### config.mk
export PLATFORM = sky130hd
export DESIGN_NAME = mvm_frame_deserializer
export DESIGN_NICKNAME = d
export VERILOG_FILES = /design/src/rtl/mvm_frame_deserializer.sv
export SDC_FILE = /design/constraint.sdc
export NUM_CORES = 1
export LEC_CHECK = 0
export ABC_CLOCK_PERIOD_IN_PS = 2400
export CORE_AREA = 5 5 100 102
export DETAILED_ROUTE_END_ITERATION = 8
export DIE_AREA = 0 0 105 107
export GPL_ROUTABILITY_DRIVEN = 0
export PLACE_DENSITY = 0.87
export RECOVER_POWER = 50
export SLEW_MARGIN = 25
export SYNTH_ARGS = -nofsm -noshare
export SYNTH_HDL_FRONTEND = slang
export SYNTH_SLANG_ARGS = --single-unit
### constraint.sdc
create_clock -name clk -period 2.4 [get_ports clk]
set_input_delay 0.48 -clock clk [delete_from_list [all_inputs] [get_ports clk]]
set_output_delay 0.48 -clock clk [all_outputs]
set_load 0.02 [all_outputs]
### src/rtl/mvm_frame_deserializer.sv
// Receive-side framing for the UART matrix-vector multiply system.
// Hunts for SYNC_WORD, collects R*C matrix words then C vector words, checks
// an XOR checksum, and presents a good frame on m_k/m_x under valid/ready.
// A bad frame is dropped, pulses err_pulse and bumps a saturating err_count.
//
// Ports:
//   clk, rst            clock, synchronous active-high reset
//   s_data/s_valid/s_ready   byte stream from the UART receiver
//   m_k, m_x            flat operand buses (k[r][c] at (r*C+c)*W_K, x[c] at c*W_X)
//   m_valid/m_ready     frame handshake toward the MVM core
//   err_pulse           one-cycle pulse after a checksum mismatch
//   err_count           dropped-frame count, saturates at 255
module mvm_frame_deserializer #(
  parameter int unsigned              BITS_PER_WORD = 8,
  parameter int unsigned              R             = 4,
  parameter int unsigned              C             = 4,
  parameter int unsigned              W_K           = 4,
  parameter int unsigned              W_X           = 4,
  parameter logic [BITS_PER_WORD-1:0] SYNC_WORD     = 8'hA5
) (
  input  logic                     clk,
  input  logic                     rst,
  input  logic [BITS_PER_WORD-1:0] s_data,
  input  logic                     s_valid,
  output logic                     s_ready,
  output logic [R*C*W_K-1:0]       m_k,
  output logic [C*W_X-1:0]         m_x,
  output logic                     m_valid,
  input  logic                     m_ready,
  output logic                     err_pulse,
  output logic [7:0]               err_count
);

  localparam int unsigned NK    = R * C;
  localparam int unsigned N     = NK + C;
  localparam int unsigned CNT_W = (N > 1) ? $clog2(N + 1) : 1;

  typedef enum logic [1:0] {
    IDLE    = 2'd0,
    PAYLOAD = 2'd1,
    CHECK   = 2'd2,
    HOLD    = 2'd3
  } state_t;

  state_t                   state_q, state_d;
  logic [CNT_W-1:0]         cnt_q, cnt_d;
  logic [BITS_PER_WORD-1:0] acc_q, acc_d;
  logic [R*C*W_K-1:0]       m_k_q, m_k_d;
  logic [C*W_X-1:0]         m_x_q, m_x_d;
  logic                     err_pulse_q, err_pulse_d;
  logic [7:0]               err_count_q, err_count_d;
  logic                     accept;

  // Handshake flags are pure decodes of the registered state.
  assign s_ready   = (state_q != HOLD);
  assign m_valid   = (state_q == HOLD);
  assign accept    = s_valid & s_ready;
  assign m_k       = m_k_q;
  assign m_x       = m_x_q;
  assign err_pulse = err_pulse_q;
  assign err_count = err_count_q;

  // Next-state, payload capture and checksum accumulation.
  always_comb begin
    state_d     = state_q;
    cnt_d       = cnt_q;
    acc_d       = acc_q;
    m_k_d       = m_k_q;
    m_x_d       = m_x_q;
    err_pulse_d = 1'b0;
    err_count_d = err_count_q;

    unique case (state_q)
      IDLE: begin
        if (accept && (s_data == SYNC_WORD)) begin
          state_d = PAYLOAD;
          cnt_d   = '0;
          acc_d   = '0;
        end
      end

      PAYLOAD: begin
        if (accept) begin
          acc_d = acc_q ^ s_data;
          cnt_d = cnt_q + CNT_W'(1);
          // Operands are written in place; sync-valued bytes are plain data here.
          for (int unsigned i = 0; i < NK; i++) begin
            if (cnt_q == CNT_W'(i)) m_k_d[i*W_K +: W_K] = s_data[W_K-1:0];
          end
          for (int unsigned i = 0; i < C; i++) begin
            if (cnt_q == CNT_W'(NK + i)) m_x_d[i*W_X +: W_X] = s_data[W_X-1:0];
          end
          if (cnt_q == CNT_W'(N - 1)) state_d = CHECK;
        end
      end

      CHECK: begin
        if (accept) begin
          if (s_data == acc_q) begin
            state_d = HOLD;
          end else begin
            state_d     = IDLE;
            err_pulse_d = 1'b1;
            if (err_count_q != 8'hFF) err_count_d = err_count_q + 8'd1;
          end
        end
      end

      HOLD: begin
        if (m_ready) state_d = IDLE;
      end

      default: state_d = IDLE;
    endcase
  end

  // State and datapath registers.
  always_ff @(posedge clk) begin
    if (rst) begin
      state_q     <= IDLE;
      cnt_q       <= '0;
      acc_q       <= '0;
      m_k_q       <= '0;
      m_x_q       <= '0;
      err_pulse_q <= 1'b0;
      err_count_q <= 8'd0;
    end else begin
      state_q     <= state_d;
      cnt_q       <= cnt_d;
      acc_q       <= acc_d;
      m_k_q       <= m_k_d;
      m_x_q       <= m_x_d;
      err_pulse_q <= err_pulse_d;
      err_count_q <= err_count_d;
    end
  end

endmodule

# Word level (Yosys, flattened, before mapping)
# Index checks and enable logic that the tools add are counted.
# op_classes
addsub	2
eq_ne	31
muxes	14
bitwise	5
reduce_logical	28
# ops
operator	n
3-bit AND reduction	21
5-bit by 4-bit equality test with 1-bit output, second input constant	8
5-bit by 3-bit equality test with 1-bit output, second input constant	4
5-bit equality test, second input constant	4
8-bit 2-to-1 mux	2
8-bit case mux with 2 select lines	1
2-bit 2-to-1 mux	6
5-bit by 2-bit equality test with 1-bit output, second input constant	2
5-bit 2-to-1 mux	2
2-bit != test, second input constant	5
5-bit case mux with 2 select lines	1
8-bit by 1-bit adder with 8-bit output, second input constant	1
8-bit equality test	1
8-bit equality test, second input constant	1
8-bit != test, second input constant	1
2-bit case mux with 4 select lines	1
8-bit bitwise XOR	1
5-bit by 1-bit adder with 5-bit output, second input constant	1
5-bit by 1-bit equality test with 1-bit output, second input constant	1
5-bit logical NOT	1
5-bit AND reduction	1
2-bit equality test, second input constant	2
4-bit AND reduction	1
1-bit NOT	3
8 further kinds	8
# word_totals
regBits	104

# Depth between registers and ports, before layout
# Gate-level depths: netlist of the first run.
# depth
ltp_word	5
depth_mapped	8

# Worst setup path after synthesis of the first run
# OpenSTA, ideal clock, no wires.
# synth_timing
path_type	in2reg
startpoint	input s_data[4]
endpoint	register cnt_q[0]
setup_time_ns	0.115
t_arrival_ns	1.795
required_ns	2.285
setup_slack_ns	0.490
path_stages	4
cell_sequence	or4b_4 or4_4 or2b_1 nor2_1
# synth_via
elab_chain_len	4
# synth_lines
element	line_no	source
from (decl)	23	input logic [BITS_PER_WORD-1:0] s_data,
8-bit equality test	75	if (accept && (s_data == SYNC_WORD)) begin
1-bit logical AND	75	
2-bit != test (no source line)	n/a	
3-bit AND reduction (no source line)	n/a	
to (signal assigned)	129	cnt_q <= cnt_d;
to (decl)	46	logic [CNT_W-1:0] cnt_q, cnt_d;
# Every way passes these cells.
# A chain may end at the register's enable or synchronous reset.

# Worst setup path in the final report of the first run
# layout_timing
startpoint	register state_q[1]
endpoint	output m_valid
# layout_via
elab_chain_len	1
# layout_lines
element	line_no	source
from (decl)	45	state_t state_q, state_d;
from (signal assigned)	128	state_q <= state_d;
2-bit equality test	56	assign m_valid = (state_q == HOLD);
to (decl)	28	output logic m_valid,
# Every way passes these cells.

==> impl_metrics.json, run 1 <==
{
  "row_count": 35,
  "hpwl_mm": 7.990,
  "cts_buffers": 9,
  "fin_nets": 591,
  "h-tree-depth": 3,
  "finalCriticalPeriod_ns": 2.251,
  "synth.distinct_cells": 41,
  "status": "finished clean",
  "multi_input_area_um2": 2083,
  "pin_count": 103,
  "grt_pass1_vias": 3689,
  "route.detailed.drc": 0,
  "clk_pin_slew_ns": 0.10,
  "critical-path-top-delay-family": "buffers and inverters",
  "synth.largest_area_cell": "dfxtp_1",
  "drt_first_pass_iters": 5,
  "ys_seq_elements": 104,
  "syn_area_um2": 4330,
  "cts_setup_buffers": 0,
  "cts_buffer_depth": 2,
  "relSlewSlack": 0.5802,
  "cts.sinks": 104,
  "slew_viol_final": 0,
  "pre_cts_slack_ns": -0.06831,
  "cp_max_fo": 10,
  "p_leak_nw": 2.659,
  "setup_ws_ns": 0.1486,
  "max_freq_mhz": 444.2,
  "final.fill_count": 750,
  "ys_top_cells_by_count": "dfxtp_1, nor2_1, mux2i_1",
  "cts_tree": "yes",
  "cp.buffers_inverters": 2,
  "synth_warnings": 0,
  "grt_pass1_wl_mm": 18.30,
  "synthFlopType": "dfxtp_1",
  "hold_viol": 0,
  "yosysTopAreaCellShare": 0.4808,
  "dieArea_um2": 11240,
  "fin_crit_sh": 0.9381,
  "start_util": 0.4800,
  "max_cap_violations": 0,
  "ys_top_cells_by_area": "dfxtp_1, mux2i_1, nor2_1",
  "syn-num-nets": 484,
  "hold_path.class": "reg2reg",
  "timing.setup.tns_ns": 0,
  "wl_per_cell_um": 16.03,
  "ant_nets": 0,
  "syn_to_final_growth_pct": 33.03,
  "yosysMostFrequentCell": "dfxtp_1",
  "synthArstFlopShare": 0,
  "drtIter0Drc": 120,
  "synth_cells": 466,
  "cp.arrival_ns": 1.77,
  "drive_above_1_share": 0.08131,
  "hold_ws_ns": 0.4668,
  "regArea_um2": 2082,
  "clock_latency_ns": 0.35,
  "syn_avg_cell_area_um2": 9.293,
  "overflow": 0,
  "antenna_found_initial": 0,
  "grt_setup_unrepaired": "false",
  "io_buffers": 102,
  "fp.dieH_um": 107,
  "crit_required_ns": 1.92,
  "grt_max_degree": 63,
  "diodes": 0,
  "worstPathCellList": "nand2_1 -> inv_1 -> clkdlybuf4s50_1",
  "fin_skew_ns": 0.008293,
  "peakVddDrop_mv": 0.3700,
  "dpl.cell_count": 673,
  "via_count": 3585,
  "core-area_um2": 9021,
  "post_cts_resized": 0,
  "critPathMaxStageDelay_ns": 0.60,
  "clock-root-buffer": "clkbuf_8",
  "setup_viol": 0,
  "cp-start-kind": "register",
  "cp_slowest_cell": "clkdlybuf4s50_1",
  "layoutNonFillerInstCount": 689,
  "p_per_area_nw_per_um2": 528.3,
  "avgViaCountPerCell": 5.203,
  "worstSetupPathType": "reg2out",
  "ys_seq_area_frac": 0.4808,
  "ctsHoldBuffers": 0,
  "gr-usage-all-layers": 0.1971,
  "synth_edf_count": 0,
  "drt-total-wl_mm": 11.05,
  "tightestPinTransition_ns": 0.6297,
  "endpoint_kind": "primary output",
  "die_width_um": 105
}
[worst min-delay path, stage by stage (launching register included)]
cell and delay, ns:
dfxtp_1 0.32, nand2_1 0.05, a21oi_1 0.05
[area by class of cell]
type | count | area share
timing repair buffer | 125 | 0.2076
multi-input combinational | 323 | 0.3616
sequential | 104 | 0.3614
inverter | 10 | 0.006516
clock inverter | 4 | 0.01347
clock buffer | 12 | 0.02520
tap | 111 | 0.02411
[cells in the final DEF, fill, tap and decap left out, types with 3 or more instances in the layout]
cell	instances
clkbuf_8	10
o22ai_1	3
nor2b_1	5
clkdlybuf4s50_1	18
inv_1	10
buf_4	21
nand4_1	6
a21oi_1	17
o21ai_0	10
xnor2_1	5
mux2_2	5
nand3b_1	5
nand3_1	17
dfxtp_1	104
mux2i_1	77
dlygate4sd3_1	83
nor2_1	98
ha_1	6
nand2b_1	8
clkbuf_1	4
nand2_1	30
nor4_1	4
[per-layer routing]
metal,GRT usage,wire length [um],up-vias
met3,0.04937,569,4
li1,-,-,1782
met2,0.3651,5826,88
met1,0.2295,4603,1711
met4,0.03927,48,0
met5,0,0,-
[per-stage QoR]
| step | area [um^2] | power [mW] | utilization |
|---|---|---|---|
| finish | 5761 | 3.043 | 0.6386 |
| global route | 5761 | 3.154 | 0.6386 |
| CTS | 5768 | 3.072 | 0.6394 |
| detailed placement | 5545 | 1.885 | 0.6147 |
| global placement | 5545 | 1.881 | 0.6147 |
| floorplan | 4330 | 1.827 | - |
[registers in the layout, indices dropped and copies added (netlist names)]
signal / flops
m_k: 64
m_x: 16
acc_q: 8
err_count: 8
cnt_q: 5
state_q: 2
err_pulse: 1
[power breakdown]
| group | switching, mW | total (mW) | internal (mW) |
|---|---|---|---|
| clock network | 0.578 | 1.20 | 0.622 |
| registers | 0.000224 | 1.72 | 1.72 |
| logic | 0.0785 | 0.119 | 0.0405 |
[kinds of logic (layout without fill, tap and decap cells)]
kind of cell / after synthesis / count (layout) / synth area share
muxes: 82 / 82 / 0.1910
adders and majority gates: 6 / 6 / 0.01734
DFF: 104 / 104 / 0.4808
xor gates and xnor gates: 7 / 7 / 0.01416
AOI/OAI and AO/OA: 36 / 36 / 0.04941
and+or+nand+nor: 192 / 192 / 0.2092
buffers and inverters: 39 / 151 / 0.03814
[final timing paths]
check,from,endpoint,slack (ns),depth (start not counted)
worst min-delay path,m_k[63],m_k[63],0.47,2
worst min register to register,m_k[63],m_k[63],0.47,2
worst max-delay path,state_q[1],m_valid,0.15,3
worst max register to register,state_q[1],cnt_q[3],0.40,6
Power figures use the tool's default switching activity.
==> run 2: changes to the inputs <==
--- a/constraint.sdc
+++ b/constraint.sdc
@@ -3,2 +3,2 @@
 set_output_delay 0.48 -clock clk [all_outputs]
-set_load 0.02 [all_outputs]
+set_load 0.05 [all_outputs]
==> run 2 against run 1 <==
Net effect:
- critical path depth increased by 5
- first-iteration DRC count increased by 5.0%
- largest power group unchanged
- critical endpoint is now err_count[0]
- sequential power about the same
- via count increased by 0.31%
- worst hold slack got worse by 0.0019 ns
==> impl_metrics.json, run 2 (same netlist as run 1, synthesis figures left out) <==
{
  "cp_max_fo": 8,
  "clk_pin_slew_ns": 0.11,
  "finalCriticalPeriod_ns": 2.165,
  "hpwl_mm": 7.866,
  "fp.dieH_um": 107,
  "route.met2.wl_mm": 5.563,
  "p_per_area_nw_per_um2": 506.1,
  "clock-root-buffer": "clkbuf_8",
  "multi_input_area_um2": 2083,
  "drt_first_pass_iters": 4,
  "fin_crit_sh": 0.9020,
  "grt_pass1_vias": 3651,
  "gr-usage-all-layers": 0.1934,
  "fin_skew_ns": 0.01342,
  "cp-start-kind": "input port",
  "hold_ws_ns": 0.4649,
  "die_width_um": 105,
  "io_buffers": 102,
  "cts_tree": "yes",
  "wl_per_cell_um": 15.81,
  "diodes": 0,
  "relSlewSlack": 0.5846,
  "final_cell_mix": "dfxtp_1, nor2_1, mux2i_1",
  "largest_reg_flops": 64,
  "antenna_found_initial": 0,
  "placed_area_um2": 5543,
  "tightestPinTransition_ns": 0.6231,
  "design_area_um2": 5694,
  "peakVddDrop_mv": 0.3449,
  "max_cap_violations": 0,
  "pin_count": 103,
  "worstSetupPathType": "in2reg",
  "grt_setup_unrepaired": "false",
  "status": "finished clean",
  "avgViaCountPerCell": 5.219,
  "drt-total-wl_mm": 10.90,
  "slew_viol_final": 0,
  "row_count": 35,
  "grt_max_degree": 63,
  "endpoint_kind": "register",
  "hold_viol": 0,
  "h-tree-depth": 3,
  "dieArea_um2": 11240,
  "regArea_um2": 2082,
  "hold_path.class": "reg2reg",
  "setup_viol": 0,
  "route.met3.wl_um": 592,
  "fin_nets": 591,
  "start_util": 0.4800,
  "max_freq_mhz": 462.0,
  "wl_met1_mm": 4.604,
  "setup_ws_ns": 0.2353,
  "cts.sinks": 104,
  "final_common_cell": "dfxtp_1",
  "ctsHoldBuffers": 0,
  "syn_to_final_growth_pct": 31.49,
  "final.fill_count": 772,
  "crit_required_ns": 2.65,
  "p_leak_nw": 2.402,
  "core-area_um2": 9021,
  "top_layer_used": "met4",
  "drtIter0Drc": 126,
  "drive_above_1_share": 0.06920,
  "grt_pass1_wl_mm": 18.10,
  "overflow": 0,
  "cts_buffer_depth": 2,
  "cp.arrival_ns": 2.41,
  "route.detailed.drc": 0,
  "clock_latency_ns": 0.35,
  "ant_nets": 0,
  "finalPower_mw": 2.882,
  "pre_cts_slack_ns": -0.06265,
  "cts_buffers": 9,
  "via_count": 3596
}
run 2: changes by cell type in the layout (fill, tap and decap cells not counted), sizes merged:
| cell | previous run | this run |
|---|---|---|
| dlymetal6s2s | 0 | 1 |
| clkdlybuf4s50 | 18 | 74 |
| clkinvlp | 0 | 1 |
| bufinv | 2 | 0 |
| inv | 10 | 12 |
| dlygate4sd3 | 83 | 25 |
| buf | 22 | 14 |
| clkbuf | 14 | 22 |
run 2: per-layer routing:
layer	global-route usage	vias up
met3	0.05178	10
met1	0.2296	1711
li1	-	1786
met4	0.04110	0
met5	0	-
met2	0.3489	89
run 2: path summary, 6_finish.rpt:
path                   start      endpoint  slack, ns  depth (start not counted)
setup / recovery   s_data[5]  err_count[0]       0.24                          8
hold / removal       m_k[62]       m_k[62]       0.46                          2
setup reg to reg  state_q[1]      cnt_q[3]       0.39                          6
hold reg to reg      m_k[62]       m_k[62]       0.46                          2
run 2: metrics by stage:
step,TNS (ns),util,cells
final,0,0.6312,689
after global placement,-0.02217,0.6144,673
after CTS,0,0.6355,689
after global routing,0,0.6312,689
after floorplan,0,-,466
after detailed placement,-0.3944,0.6144,673
run 2: repair_timing:
item                       in CTS  in global routing
resized for setup               0                  1
setup buffers                   0                  0
setup endpoints to repair       0                  1
run 2: report_power, final:
part	total [mW]	internal [mW]	switching (mW)	leakage, nW
logic	0.118	0.0401	0.0784	1.47
registers	1.72	1.72	0.000219	0.837
clock network	1.04	0.443	0.596	0.0963
run 2: critical path, cell delays in order:
cell	delay [ns]
clkdlybuf4s50_1	0.48
buf_4	0.13
xnor2_1	0.11
nand4_1	0.13
nor4_1	0.33
clkbuf_1	0.32
nor3_1	0.13
mux2_2	0.30
run 2: layout make-up:
cell class                 count  area share
multi-input combinational    323      0.3659
sequential                   104      0.3656
timing repair buffer         125      0.2041
clock buffer                  11     0.02659
tap                          111     0.02439
clock inverter                 5    0.006812
inverter                      10    0.006592
==> run 3: changes to the inputs <==
- CORE_AREA: 5 5 100 102 -> 5 5 111 92
- DIE_AREA: 0 0 105 107 -> 0 0 116 97
==> run 3 against run 2 <==
Net effect:
- final area up 1.5%
- total power up 11%
- clock power up 30%
- via count up 2.3%
==> impl_metrics.json, run 3 (same netlist as run 1, synthesis figures left out) <==
{
  "tightestPinTransition_ns": 0.6036,
  "max_freq_mhz": 452.9,
  "grt_max_degree": 60,
  "clock_latency_ns": 0.34,
  "via_count": 3678,
  "p_sw_frac": 0.2193,
  "drive_above_1_share": 0.07279,
  "relSlewSlack": 0.5993,
  "row_count": 31,
  "hold_viol": 0,
  "fin_crit_sh": 0.9199,
  "finalCriticalPeriod_ns": 2.208,
  "pre_cts_slack_ns": -0.03694,
  "clkPwrFrac": 0.423,
  "finalPower_mw": 3.197,
  "cts.sinks": 104,
  "crit_required_ns": 2.63,
  "h-tree-depth": 3,
  "route.detailed.drc": 0,
  "worstSetupPathType": "in2reg",
  "wl_per_cell_um": 16.34,
  "cts_buffer_depth": 2,
  "dieArea_um2": 11250,
  "diodes": 0,
  "dpl.cell_count": 677,
  "io_buffers": 102,
  "max_cap_violations": 0,
  "wl_met1_mm": 5.079,
  "route.met3.wl_um": 830,
  "syn_to_final_growth_pct": 33.49,
  "hold_path.class": "reg2reg",
  "slew_viol_final": 0,
  "die_width_um": 116,
  "grt_pass1_vias": 3668,
  "critPathMaxStageDelay_ns": 0.56,
  "status": "finished clean",
  "hpwl_mm": 8.017,
  "ant_nets": 0,
  "final_common_cell": "dfxtp_1",
  "gr-usage-all-layers": 0.2035,
  "sequentialPowerShare": 0.540,
  "cts_buffers": 9,
  "pin_count": 103,
  "setup_ws_ns": 0.1922,
  "fp.dieH_um": 97,
  "cts_tree": "yes",
  "final.fill_count": 741,
  "cp_max_fo": 7,
  "antenna_found_initial": 0,
  "avgViaCountPerCell": 5.315,
  "endpoint_kind": "register",
  "utilization": 0.6480,
  "p_per_area_nw_per_um2": 553.1,
  "layoutNonFillerInstCount": 692,
  "setup_viol": 0,
  "p_leak_nw": 2.541,
  "worstPathCellList": "dlygate4sd3_1 -> or4b_4 -> o41ai_4 -> buf_4 -> nand2_1 -> xor2_1 -> nor2_1",
  "drt-total-wl_mm": 11.31,
  "internal_power_mw": 2.496,
  "start_util": 0.4854,
  "fin_nets": 591,
  "cp.arrival_ns": 2.44,
  "overflow": 0,
  "peakVddDrop_mv": 0.4538,
  "core-area_um2": 8921,
  "final_cell_mix": "dfxtp_1, nor2_1, mux2i_1",
  "drtIter0Drc": 232,
  "fin_skew_ns": 0.006030,
  "grt_pass1_wl_mm": 18.41,
  "power_switching_mw": 0.7013,
  "critical-path-top-delay-family": "buffers and inverters",
  "clock-root-buffer": "clkbuf_16",
  "largest_reg_flops": 64,
  "drt_first_pass_iters": 4,
  "comb_power_share": 0.037,
  "cp-start-kind": "input port",
  "top_layer_used": "met4",
  "grt_setup_unrepaired": "false",
  "cp.buffers_inverters": 2,
  "timing.setup.tns_ns": 0,
  "route.met2.wl_mm": 5.320,
  "clk_pin_slew_ns": 0.07,
  "cp_slowest_cell": "dlygate4sd3_1"
}
[run 3: worst paths after layout]
path | endpoint | start | depth (start not counted) | slack, ns
max | cnt_q[2] | s_data[6] | 7 | 0.19
min | m_k[61] | m_k[61] | 2 | 0.46
max reg2reg | m_k[43] | state_q[0] | 5 | 0.33
min reg2reg | m_k[61] | m_k[61] | 2 | 0.46
[run 3: tightest hold or removal path, cell delays in order, from the launching register on]
cell	delay [ns]
dfxtp_1	0.31
nand2_1	0.05
a21oi_1	0.06
[run 3: routing by layer]
metal  vias to the layer above  global-route usage
li1                       1793                   -
met3                        11             0.07673
met1                      1764              0.2711
met5                         -                   0
met2                       110              0.3207
met4                         0             0.03033
[run 3: power groups by stage]
stage | clock (mW) | combinational [mW] | sequential (mW)
2_1_floorplan | 0 | 0.0618 | 1.76
3_3_place_gp | 0 | 0.116 | 1.76
3_5_place_dp | 0 | 0.119 | 1.76
4_1_cts | 1.38 | 0.120 | 1.72
5_1_grt | 1.45 | 0.130 | 1.72
6_report | 1.35 | 0.119 | 1.72
[run 3: cell type report]
type	instances	area (um^2)	share of cell area
repair buffers	125	1161	0.2009
inverters	10	37.54	0.006494
well taps	115	143.9	0.02489
multi-input cells	323	2083	0.3604
clock buffers	11	242.7	0.04199
clock inverters	4	30.03	0.005195
flip-flops and latches	104	2082	0.3602
[run 3: stage by stage]
step           cell area [um^2]  hold WS (ns)
6_report                   5781        0.4638
2_1_floorplan              4330        0.4398
5_1_grt                    5781        0.5022
4_1_cts                    5808        0.4665
3_3_place_gp               5535        0.4501
3_5_place_dp               5535        0.4522
[run 3: repair_timing]
item | CTS | global route
hold buffers | 0 | 0
setup buffers | 0 | 0
resized for setup | 0 | 1
setup endpoints to repair | 0 | 1
